File: config.mk
export PLATFORM = sky130hd
export DESIGN_NAME = mips_mem_arbiter
export DESIGN_NICKNAME = d
export VERILOG_FILES = /design/src/rtl/mips_bus_pkg.sv /design/src/rtl/mips_wait_watchdog.sv /design/src/rtl/mips_mem_arbiter.sv
export SDC_FILE = /design/constraint.sdc
export NUM_CORES = 1
export LEC_CHECK = 0
export BUFFER_PORTS_ARGS = -buffer_cell sky130_fd_sc_hd__buf_2
export CAP_MARGIN = 20
export CORE_MARGIN = 2
export CORE_UTILIZATION = 30
export DETAILED_ROUTE_END_ITERATION = 8
export GPL_TIMING_DRIVEN = 0
export PLACE_DENSITY = 0.69
export SLEW_MARGIN = 0
export SYNTH_ARGS = -nofsm -noshare
export SYNTH_HDL_FRONTEND = slang
export SYNTH_SLANG_ARGS = --single-unit
File: constraint.sdc
create_clock -name clk -period 1.7 [get_ports clk]
set_clock_uncertainty 0.05 [all_clocks]
set_input_delay 0.085 -clock clk [delete_from_list [all_inputs] [get_ports clk]]
set_output_delay 0.085 -clock clk [all_outputs]
set_load 0.05 [all_outputs]
File: src/rtl/mips_bus_pkg.sv
// Shared types for the CPU memory-port arbiter: FSM states, grant owner
// and the full-word byte-enable used for instruction fetches.
package mips_bus_pkg;

    typedef enum logic [2:0] {
        IDLE,
        FETCH,
        DATA,
        RESP,
        HALT
    } arb_state_t;

    typedef enum logic {
        GNT_FETCH,
        GNT_DATA
    } grant_t;

    localparam logic [3:0] BYTEEN_WORD = 4'b1111;

endpackage

File: src/rtl/mips_wait_watchdog.sv
// Counts consecutive waitrequest stall cycles of one bus access.
// expired is registered and high while the next stall would be the LIMIT-th.
module mips_wait_watchdog #(
    parameter int LIMIT = 4
) (
    input  logic clk,
    input  logic reset,
    input  logic clear,
    input  logic stall,
    output logic expired
);

    logic [31:0] r_cnt;
    logic [31:0] w_cnt_nxt;
    logic        r_expired;

    always_comb begin
        w_cnt_nxt = r_cnt;
        if (clear) begin
            w_cnt_nxt = '0;
        end else if (stall) begin
            w_cnt_nxt = r_cnt + 32'd1;
        end
    end

    // Look one stall ahead so the FSM can abort on the edge the count reaches LIMIT.
    always_ff @(posedge clk) begin
        if (reset) begin
            r_cnt     <= '0;
            r_expired <= 1'b0;
        end else begin
            r_cnt     <= w_cnt_nxt;
            r_expired <= (w_cnt_nxt == 32'(LIMIT - 1));
        end
    end

    assign expired = r_expired;

endmodule

File: src/rtl/mips_mem_arbiter.sv
// Arbitrates the single Avalon-style memory port between instruction fetch
// and load/store, holding the bus stable across waitrequest.
module mips_mem_arbiter
    import mips_bus_pkg::*;
#(
    parameter int ROUND_ROBIN = 1,
    parameter int WAIT_LIMIT  = 0
) (
    input  logic             clk,
    input  logic             reset,
    input  logic             fetch_req,
    input  logic [31:0]      fetch_addr,
    output logic             instr_valid,
    output logic [31:0]      instr,
    output logic             fetch_misaligned,
    input  logic             data_req,
    input  logic             data_write,
    input  logic [31:0]      data_addr,
    input  logic [31:0]      data_wdata,
    input  logic [3:0]       data_byteenable,
    output logic             data_done,
    output logic [31:0]      data_rdata,
    output logic [31:0]      address,
    output logic             read,
    output logic             write,
    output logic [31:0]      writedata,
    output logic [3:0]       byteenable,
    input  logic             waitrequest,
    input  logic [31:0]      readdata,
    output logic             bus_error,
    output arb_state_t       dbg_state
);

    arb_state_t  r_state, w_state_nxt;
    grant_t      r_last_grant, w_last_grant;
    logic        r_misal, w_misal;
    logic [31:0] r_address, w_address;
    logic        r_read, w_read;
    logic        r_write, w_write;
    logic [31:0] r_writedata, w_writedata;
    logic [3:0]  r_byteenable, w_byteenable;
    logic [31:0] r_instr, w_instr;
    logic [31:0] r_data_rdata, w_data_rdata;
    logic        r_instr_valid, w_instr_valid;
    logic        r_data_done, w_data_done;
    logic        r_fetch_misaligned, w_fetch_misaligned;
    logic        r_bus_error, w_bus_error;

    logic        w_grant_fetch;
    logic        w_grant_data;
    logic        w_stall;
    logic        w_expired;

    always_comb begin
        w_grant_fetch = 1'b0;
        w_grant_data  = 1'b0;
        if (r_state == IDLE) begin
            w_grant_fetch = fetch_req &&
                            (!data_req || (ROUND_ROBIN != 0 && r_last_grant == GNT_DATA));
            w_grant_data  = data_req && !w_grant_fetch;
        end
    end

    assign w_stall = waitrequest &&
                     ((r_state == FETCH && !r_misal) || r_state == DATA);

    generate
        if (WAIT_LIMIT > 0) begin : g_watchdog
            mips_wait_watchdog #(.LIMIT(WAIT_LIMIT)) u_watchdog (
                .clk     (clk),
                .reset   (reset),
                .clear   (w_grant_fetch || w_grant_data),
                .stall   (w_stall),
                .expired (w_expired)
            );
        end else begin : g_no_watchdog
            assign w_expired = 1'b0;
        end
    endgenerate

    always_ff @(posedge clk) begin
        if (reset) begin
            r_state <= IDLE;
        end else begin
            r_state <= w_state_nxt;
        end
    end

    // A misaligned fetch spends one strobe-less cycle in FETCH so its pulse
    // lands at the same latency as a real fetch.
    always_comb begin
        w_state_nxt = r_state;
        case (r_state)
            IDLE: begin
                if (w_grant_fetch) begin
                    w_state_nxt = FETCH;
                end else if (w_grant_data) begin
                    w_state_nxt = DATA;
                end
            end
            FETCH: begin
                if (r_misal || !waitrequest) begin
                    w_state_nxt = RESP;
                end else if (w_expired) begin
                    w_state_nxt = HALT;
                end
            end
            DATA: begin
                if (!waitrequest) begin
                    w_state_nxt = RESP;
                end else if (w_expired) begin
                    w_state_nxt = HALT;
                end
            end
            RESP:    w_state_nxt = IDLE;
            HALT:    w_state_nxt = HALT;
            default: w_state_nxt = IDLE;
        endcase
    end

    always_comb begin
        w_last_grant       = r_last_grant;
        w_misal            = r_misal;
        w_address          = r_address;
        w_read             = r_read;
        w_write            = r_write;
        w_writedata        = r_writedata;
        w_byteenable       = r_byteenable;
        w_instr            = r_instr;
        w_data_rdata       = r_data_rdata;
        w_instr_valid      = 1'b0;
        w_data_done        = 1'b0;
        w_fetch_misaligned = 1'b0;
        w_bus_error        = r_bus_error;
        case (r_state)
            IDLE: begin
                if (w_grant_fetch) begin
                    w_address    = fetch_addr;
                    w_byteenable = BYTEEN_WORD;
                    w_misal      = (fetch_addr[1:0] != 2'b00);
                    w_read       = (fetch_addr[1:0] == 2'b00);
                    w_write      = 1'b0;
                end else if (w_grant_data) begin
                    w_address    = data_addr;
                    w_writedata  = data_wdata;
                    w_byteenable = data_byteenable;
                    w_misal      = 1'b0;
                    w_read       = !data_write;
                    w_write      = data_write;
                end
            end
            FETCH: begin
                if (r_misal) begin
                    w_instr_valid      = 1'b1;
                    w_fetch_misaligned = 1'b1;
                end else if (!waitrequest) begin
                    w_instr       = readdata;
                    w_instr_valid = 1'b1;
                    w_read        = 1'b0;
                end else if (w_expired) begin
                    w_read      = 1'b0;
                    w_bus_error = 1'b1;
                end
            end
            DATA: begin
                if (!waitrequest) begin
                    if (r_read) begin
                        w_data_rdata = readdata;
                    end
                    w_data_done = 1'b1;
                    w_read      = 1'b0;
                    w_write     = 1'b0;
                end else if (w_expired) begin
                    w_read      = 1'b0;
                    w_write     = 1'b0;
                    w_bus_error = 1'b1;
                end
            end
            RESP: begin
                w_last_grant = r_misal ? GNT_FETCH :
                               (r_address == r_address && r_data_done) ? GNT_DATA : GNT_FETCH;
            end
            HALT: begin
                w_read  = 1'b0;
                w_write = 1'b0;
            end
            default: begin
                w_read  = 1'b0;
                w_write = 1'b0;
            end
        endcase
    end

    always_ff @(posedge clk) begin
        if (reset) begin
            r_last_grant       <= GNT_DATA;
            r_misal            <= 1'b0;
            r_address          <= '0;
            r_read             <= 1'b0;
            r_write            <= 1'b0;
            r_writedata        <= '0;
            r_byteenable       <= '0;
            r_instr            <= '0;
            r_data_rdata       <= '0;
            r_instr_valid      <= 1'b0;
            r_data_done        <= 1'b0;
            r_fetch_misaligned <= 1'b0;
            r_bus_error        <= 1'b0;
        end else begin
            r_last_grant       <= w_last_grant;
            r_misal            <= w_misal;
            r_address          <= w_address;
            r_read             <= w_read;
            r_write            <= w_write;
            r_writedata        <= w_writedata;
            r_byteenable       <= w_byteenable;
            r_instr            <= w_instr;
            r_data_rdata       <= w_data_rdata;
            r_instr_valid      <= w_instr_valid;
            r_data_done        <= w_data_done;
            r_fetch_misaligned <= w_fetch_misaligned;
            r_bus_error        <= w_bus_error;
        end
    end

    assign address          = r_address;
    assign read             = r_read;
    assign write            = r_write;
    assign writedata        = r_writedata;
    assign byteenable       = r_byteenable;
    assign instr            = r_instr;
    assign instr_valid      = r_instr_valid;
    assign fetch_misaligned = r_fetch_misaligned;
    assign data_rdata       = r_data_rdata;
    assign data_done        = r_data_done;
    assign bus_error        = r_bus_error;
    assign dbg_state        = r_state;

endmodule

==> metrics.md, run 1 <==
| Metric | Value |
|---|---|
| Pin count of the biggest net entering global routing | 17 |
| Startpoint types | register |
| Syn_area_per_cell | just over 8 sq um |
| Hold Path Class | input pin to register |
| WL final | roughly 25000 um |
| Post-DR vias/cell | roughly 5.4 |
| Power share of the clock group | a little under two fifths |
| Critical path data required time | approximately 1.9 ns |
| Area contributors post-synth | dfxtp_1, a21oi_1, nand3_1 |
| Final Setup Violations | 1 |
| Post-synth EDFFs | 0 |
| Starting density of the core | between 30% and 40% |
| Reg-to-reg startpoint | dbg_state[2]$_SDFFE_PP0P_ |
| Crit path max-delay cell type | or3_4 |
| Routability cong. | between 0.9 and 1 |
| Tmin final | about 1.7 ns |
| Critical Path Fanout Max | 10 |
| Post-Syn Nets | ~850 |
| DRT iter0 DRCs | 417 |
| Htree depth | 4 |
| Synth Area in Compound Gates | a little under a third |
| Full die area | between 20000 and 25000 sq um |
| Net Sw Frac | a little over a third |
| Number of max-cap violations | 0 |
| Leak pwr | around 0.0042 uW |
| Biggest area consumer among synthesized cells | dfxtp_1 |
| Register area share after synthesis | 48.3% |
| DR vias | 7604 |
| Fin. Hold Viols | 0 |
| Final Cycle Share | 100% |
| Slack of the critical path | -0.00578 ns |
| XOR/XNOR Fraction of Synth Area | 0% |
| DP HPWL | 16200 um |
| Fin Setup TNS | -0.00578 ns |
| R2R cell count | 5 |
| Pre-Repair DR Iteration Count | 6 |
| Synth top cells by count | dfxtp_1, a21oi_1, nand3_1 |
| DR WL/cell | around 18 um |
| Initial antenna violation count | 1 |
| CTS tree | built |
| Drt drc | 0 |
| Die H | approximately 140 um |
| Worst-path clk slew | roughly 0.06 ns |
| Post-synth ARST share | 0% |
| Clock buffer depth | 2 |
| Status | complete, but fails checks |
| Worst setup path category | register to register |
| CORE AREA | approximately 19000 sq um |
| # IOs | between 200 and 300 |
| DP Area | 7650 sq um |
| Type of destination of the critical path | register |
| Number of port buffers | 275 |
| Seq cells post-synth | between 100 and 150 |
| Number of core rows | between 50 and 60 |
| Area grow syn2layout | 69.5% |
| Violated checks | setup timing |
| Fraction of synthesized area in multiplexers | less than 1% |
| Post-DRT Antenna Nets | 0 |
| Reg power frac | a little over a third |
| Max IR drop VDD | between 0.5 and 0.6 mV |
| Unrepaired setup endpoints after global routing | yes |
| Worst flop-to-flop path endpoint | address[14]$_SDFFE_PP0P_ |
| Proportion of power drawn by combinational gates | 28.2% |
| Clock Tree Root | clkbuf_16 |
| Inserted Diodes | 0 |
| Final instance area | approximately 10000 sq um |
| Crit-path cells | or3_4 > buf_6 > clkbuf_8 > o31ai_1 > a311oi_1 |
| Vias in the first global route | approximately 7300 |
| CP endpoint | address[14]$_SDFFE_PP0P_ |
| Max Clk Rate | roughly 590 MHz |
| Primary FF master, synth | dfxtp_1 |
| WHS Path Cells | 4 |
| Crit. Startpoint | dbg_state[2]$_SDFFE_PP0P_ |
| Cell variety after synth | 40 |
| Mapped cell area | about 6000 sq um |
| CTS buffer count | 17 |
| Main combinational cell family by area after synthesis | compound AO/OA/AOI/OAI gates |
| Worst skew pair latency | 0.42 ns |
| P per Cell Area | roughly 1100 nW/um^2 |
| Fillers | roughly 1700 |
| Synth Area in Adders | 0% |
| Internal power | 6890 uW |
| Reg-to-reg slack, setup | -0.006 ns |
| Die W | 144 um |
| Most common cell in the netlist | dfxtp_1 |
| First-pass GRT wire length | 37300 um |
| Total global-route track usage | 23.1% |
| Mapped Cells | ~720 |
| Worst path max stage delay | about 0.40 ns |
| Area share of the largest cell type after synthesis | between 40 and 50% |
| Worst-margin pin slew | about 0.92 ns |
| CTS sink count | around 140 |
| Pins over their slew limit | 0 |
| Simple-Gate Fraction of Synth Area | between 10% and 20% |
| Share of cells above drive strength 1 | approximately a third |
| Rel. slew slack | between 30% and 40% |
| Final nets | 1280 |
| Net load switching power | ~3700 uW |
| WP data arrival | a little under 2 ns |
| GR Overflow Total | 0 |
| YS warnings | 0 |
[layout by cell type (no fill, tap or decap), drive strengths merged, types with 3 or more instances in the layout]
cell	netlist	routed
bufinv	0	3
nor3	14	14
nor2	8	8
nand3	128	128
o21ai	98	98
inv	4	9
a21oi	136	136
buf	14	294
dfxtp	142	142
dlygate4sd3	0	132
clkinvlp	0	3
a311oi	32	32
clkbuf	76	90
clkinv	1	4
o31ai	33	33
[power groups by stage]
stage                     logic [uW]  clock network, uW  registers [uW]
after global routing            3170               4130            3740
after floorplan                  922                  0            4560
after global placement          2490                  0            3760
after detailed placement        2500                  0            3760
final                           2990               3890            3710
after CTS                       2850               3980            3700
[per-layer routing]
metal  wire, um  share of wire, %  up-vias  global-route usage, %
li1           -                 -     3525                      -
met4       1140               4.5        2                   12.2
met5         13             0.052        -                      0
met2      11900                47      397                   37.5
met3       1790               7.1       98                   5.53
met1      10300                41     3582                   28.3
[worst max-delay path, delay by kind of cell (launching register included)]
kind	cells	cell delay, ns
AOI/OAI and AO/OA	2	0.42
and+or+nand+nor	1	0.40
DFF	1	0.37
buffers and inverters	2	0.34
[sequential cells by signal (all words and copies together) (netlist names)]
name	flops
address	32
byteenable	4
data_done	1
data_rdata	32
dbg_state	3
fetch_misaligned	1
instr	32
instr_valid	1
r_last_grant	1
r_misal	1
read	1
write	1
writedata	32
[per-stage QoR]
step | total power [uW] | worst slack (ns) | hold slack [ns] | std cells | utilization (%)
floorplan | 5480 | 0.00456 | 0.183 | 715 | -
global placement | 6240 | -0.402 | 0.291 | 1255 | 39.6
detailed placement | 6260 | -0.317 | 0.294 | 1255 | 39.6
CTS | 10500 | 0.00271 | 0.0159 | 1418 | 50.5
global route | 11000 | -0.0658 | 0.0777 | 1420 | 51.6
finish | 10600 | -0.00578 | 0.0657 | 1420 | 51.6
[repair_timing]
item | in CTS | in global routing
gates cloned | 1 | 0
endpoints found under the setup margin | 131 | 125
hold endpoints to repair | 132 | 0
resized for setup | 56 | 71
hold buffers | 132 | 0
pin swaps | 1 | 4
buffers inserted | 1 | 3
[worst min path at each step]
stage / endpoint / startpoint
6_report: dbg_state[0]$_SDFFE_PP0P_ / waitrequest
5_1_grt: dbg_state[0]$_SDFFE_PP0P_ / waitrequest
4_1_cts: dbg_state[0]$_SDFFE_PP0P_ / waitrequest
3_5_place_dp: writedata[9]$_SDFFE_PP0P_ / data_wdata[9]
3_3_place_gp: writedata[9]$_SDFFE_PP0P_ / data_wdata[9]
2_1_floorplan: data_rdata[31]$_SDFFE_PP0P_ / readdata[31]
[kinds of logic after synthesis]
group	count (synthesis)
flops	142
mux	1
compound gates	310
buf+inv	95
simple gates	166
other cells	1
[layout make-up]
cell class	instances	area (sq um)	area share, %
multi-input combinational	478	2930	29.4
sequential	142	2850	28.6
timing repair buffer	412	2730	27.4
buffer	86	494	4.96
clock buffer	18	429	4.30
tap	265	332	3.32
clock inverter	14	181	1.82
inverter	5	18.8	0.188
Note: power is estimated with default switching activity, not from simulation.
==> run 2: changes to the inputs <==
Settings changed: CORE_UTILIZATION 30 to 42, PLACE_DENSITY 0.69 to 0.87.
==> run 2 against run 1 <==
Against the previous run:
- the run still ends with setup timing left
- sequential share of layout area grew 0.22 points
- first-iteration DRC count rose by 81%
- non-clock buffer count is the same
- global-route usage rose by 11 points
- register-to-register slack lost 0.05 ns
- core utilization rose by 20 points
- clock-buffer cell count grew 8
- critical path depth stayed put
- combinational power up 2%
- highest routed layer is now met4
==> metrics.md, run 2 (same netlist as run 1, synthesis figures left out) <==
| Metric | Value |
|---|---|
| DP HPWL | 15000 um (-7.5%) |
| HP Start | data_byteenable[3] |
| CTS tree | built |
| Worst setup path category | register to register |
| Reg power frac | 35.8% (+0.8 points) |
| Crit-path cells | or3_4 > buf_6 > buf_6 > o31ai_1 > a311oi_1 |
| P per Cell Area | 1050 nW/um^2 (-1.1%) |
| Most common cell after layout, fill and taps aside | buf_2 |
| Die H | 122 um (-15%) |
| First-pass GRT wire length | 39600 um (+6.0%) |
| Pre-Repair DR Iteration Count | 5 (-1) |
| Vias in the first global route | 7740 (+6.2%) |
| Status | complete, but fails checks |
| Pins over their slew limit | 0 (unchanged) |
| Worst-margin pin slew | 0.910 ns (-0.00693 ns) |
| Routability cong. | 0.900 (-0.40%) |
| DR WL/cell | 19.7 um (+11%) |
| Fin Setup TNS | -0.0851 ns (-0.0793 ns) |
| Proportion of power drawn by combinational gates | 29.3% (+1.1 points) |
| Most frequent cells in the layout | buf_2, dfxtp_1, a21oi_1 |
| Hold Slack | 0.0243 ns (-0.0414 ns) |
| CTS sink count | 142 (unchanged) |
| WL final | 26400 um (+4.6%) |
| Critical Path Fanout Max | 10 (unchanged) |
| Unrepaired setup endpoints after global routing | yes |
| Drt drc | 0 (unchanged) |
| Final Cycle Share | 103% (+3.0 points) |
| WP data arrival | 1.98 ns (+0.04 ns) |
| Number of max-cap violations | 0 (unchanged) |
| Reg-to-reg startpoint | dbg_state[2]$_SDFFE_PP0P_ |
| CORE AREA | 13800 sq um (-29%) |
| Worst-path clk slew | 0.06 ns (about the same) |
| Worst skew pair latency | 0.42 ns (about the same) |
| Type of destination of the critical path | register |
| DRT iter0 DRCs | 753 (+81%) |
| Leak pwr | 0.00418 uW (-0.14%) |
| Rel. slew slack | 39.4% (+0.46 points) |
| Starting density of the core | 42.7% (+12 points) |
| Internal power | 6800 uW (-1.3%) |
| Full die area | 15000 sq um (-28%) |
| Net Sw Frac | 34.6% (-0.32 points) |
| Htree depth | 4 (unchanged) |
| Clock buffer depth | 2 (unchanged) |
| Critical path data required time | 1.92 ns (about the same) |
| Die W | 122 um (-15%) |
| Share of cells above drive strength 1 | 34.7% (unchanged) |
| Max IR drop VDD | 0.571 mV (+8.1%) |
| Multi-input gate area | 2980 sq um (+1.5%) |
| Worst path max stage delay | 0.39 ns (about the same) |
| Net load switching power | 3600 uW (-2.7%) |
| Crit path max-delay cell type | or3_4 |
| Area grow syn2layout | 68.2% |
| DR vias | 7980 (+4.9%) |
| Tmin final | 1.76 ns (+0.0508 ns) |
| Post-DR vias/cell | 5.97 (+11%) |
| Critical path's top delay family | compound AO/OA/AOI/OAI gates |
| GR Overflow Total | 0 (unchanged) |
| Max Clk Rate | 569 MHz (-2.9%) |
| Pin count of the biggest net entering global routing | 17 (unchanged) |
| Final Setup Violations | 5 (+4) |
| CTS buffer count | 17 (unchanged) |
| Total global-route track usage | 34.0% (+11 points) |
| Fillers | 999 (-42%) |
| Crit path buf inv count | 2 (unchanged) |
| Violated checks | setup timing |
| Clock Tree Root | clkbuf_16 |
| Final nets | 1280 (unchanged) |
| Number of core rows | 43 (-16%) |
| Startpoint types | register |
| # IOs | 279 (unchanged) |
| Fin. Hold Viols | 0 (unchanged) |
| Crit. Startpoint | dbg_state[2]$_SDFFE_PP0P_ |
| Number of port buffers | 275 (unchanged) |
| Final Util | 71.9% (+20 points) |
| Initial antenna violation count | 1 (unchanged) |
| Power share of the clock group | 34.9% (-1.9 points) |
| Slack of the critical path | -0.0566 ns (-0.0508 ns) |
| Post-DRT Antenna Nets | 0 (unchanged) |
| Register Area | 2850 sq um (unchanged) |
| Crit path top cell by count | buf_6 |
| Hold Path Class | input pin to register |
## run 2: cell count changes in the layout (fill, tap and decap cells not counted), sizes merged
cell / delta
clkbuf: +5
inv: -5
buf: +3
clkinvlp: -3
diode: +2
bufinv: -1
clkinv: +1
## run 2: cell type report
cell class                      instances  share of cell area (%)
Multi-Input combinational cell        478                    30.1
Sequential cell                       142                    28.8
Timing Repair Buffer                  411                    27.9
Buffer                                 87                    5.06
Clock buffer                           26                    4.84
Tap cell                              180                    2.28
Clock inverter                          6                   0.847
Inverter                                5                   0.190
Antenna cell                            2                  0.0506
## run 2: worst paths after layout
kind | endpoint | slack, ns | cells after the start
hold reg to reg | data_rdata[20]$_SDFFE_PP0P_ | 0.41 | 2
setup / recovery | address[28]$_SDFFE_PP0P_ | -0.06 | 5
hold / removal | byteenable[3]$_SDFFE_PP0P_ | 0.02 | 3
setup reg to reg | address[28]$_SDFFE_PP0P_ | -0.06 | 5
## run 2: routing by layer
layer | GRT usage (%) | share of wire (%) | vias up
met5 | 0 | 0 | -
met4 | 20.8 | 6.5 | 0
met2 | 54.8 | 47 | 585
met1 | 39.5 | 37 | 3705
met3 | 10.6 | 9.4 | 163
li1 | - | - | 3527
## run 2: timing repair
action,4_1_cts,5_1_grt
hold buffers,132,0
pin swaps,1,14
buffers inserted,1,1
endpoints found under the setup margin,131,121
gates resized for setup,49,123
gates cloned,1,1
hold endpoints to repair,132,0
## run 2: tightest hold or removal path: cells and delay by family
| family | cells | cell delay [ns] |
|---|---|---|
| buffers and inverters | 1 | 0.10 |
| and+or+nand+nor | 2 | 0.23 |
## run 2: power by group through the flow
stage / logic (uW) / registers, uW / clock network [uW]
3_5_place_dp: 2460 / 3770 / 0
6_report: 3050 / 3730 / 3630
2_1_floorplan: 922 / 4560 / 0
5_1_grt: 3210 / 3750 / 3810
4_1_cts: 2770 / 3710 / 3650
3_3_place_gp: 2440 / 3760 / 0
## run 2: per-stage QoR
step                      instances  total power, uW  worst slack [ns]  cell area [sq um]
after floorplan                 715             5480           0.00456               5940
after global placement         1170             6200            -0.300               7540
after detailed placement       1170             6220            -0.328               7540
after CTS                      1333            10100          -0.00810               9590
after global routing           1335            10800           -0.0679               9890
final                          1337            10400           -0.0566               9900
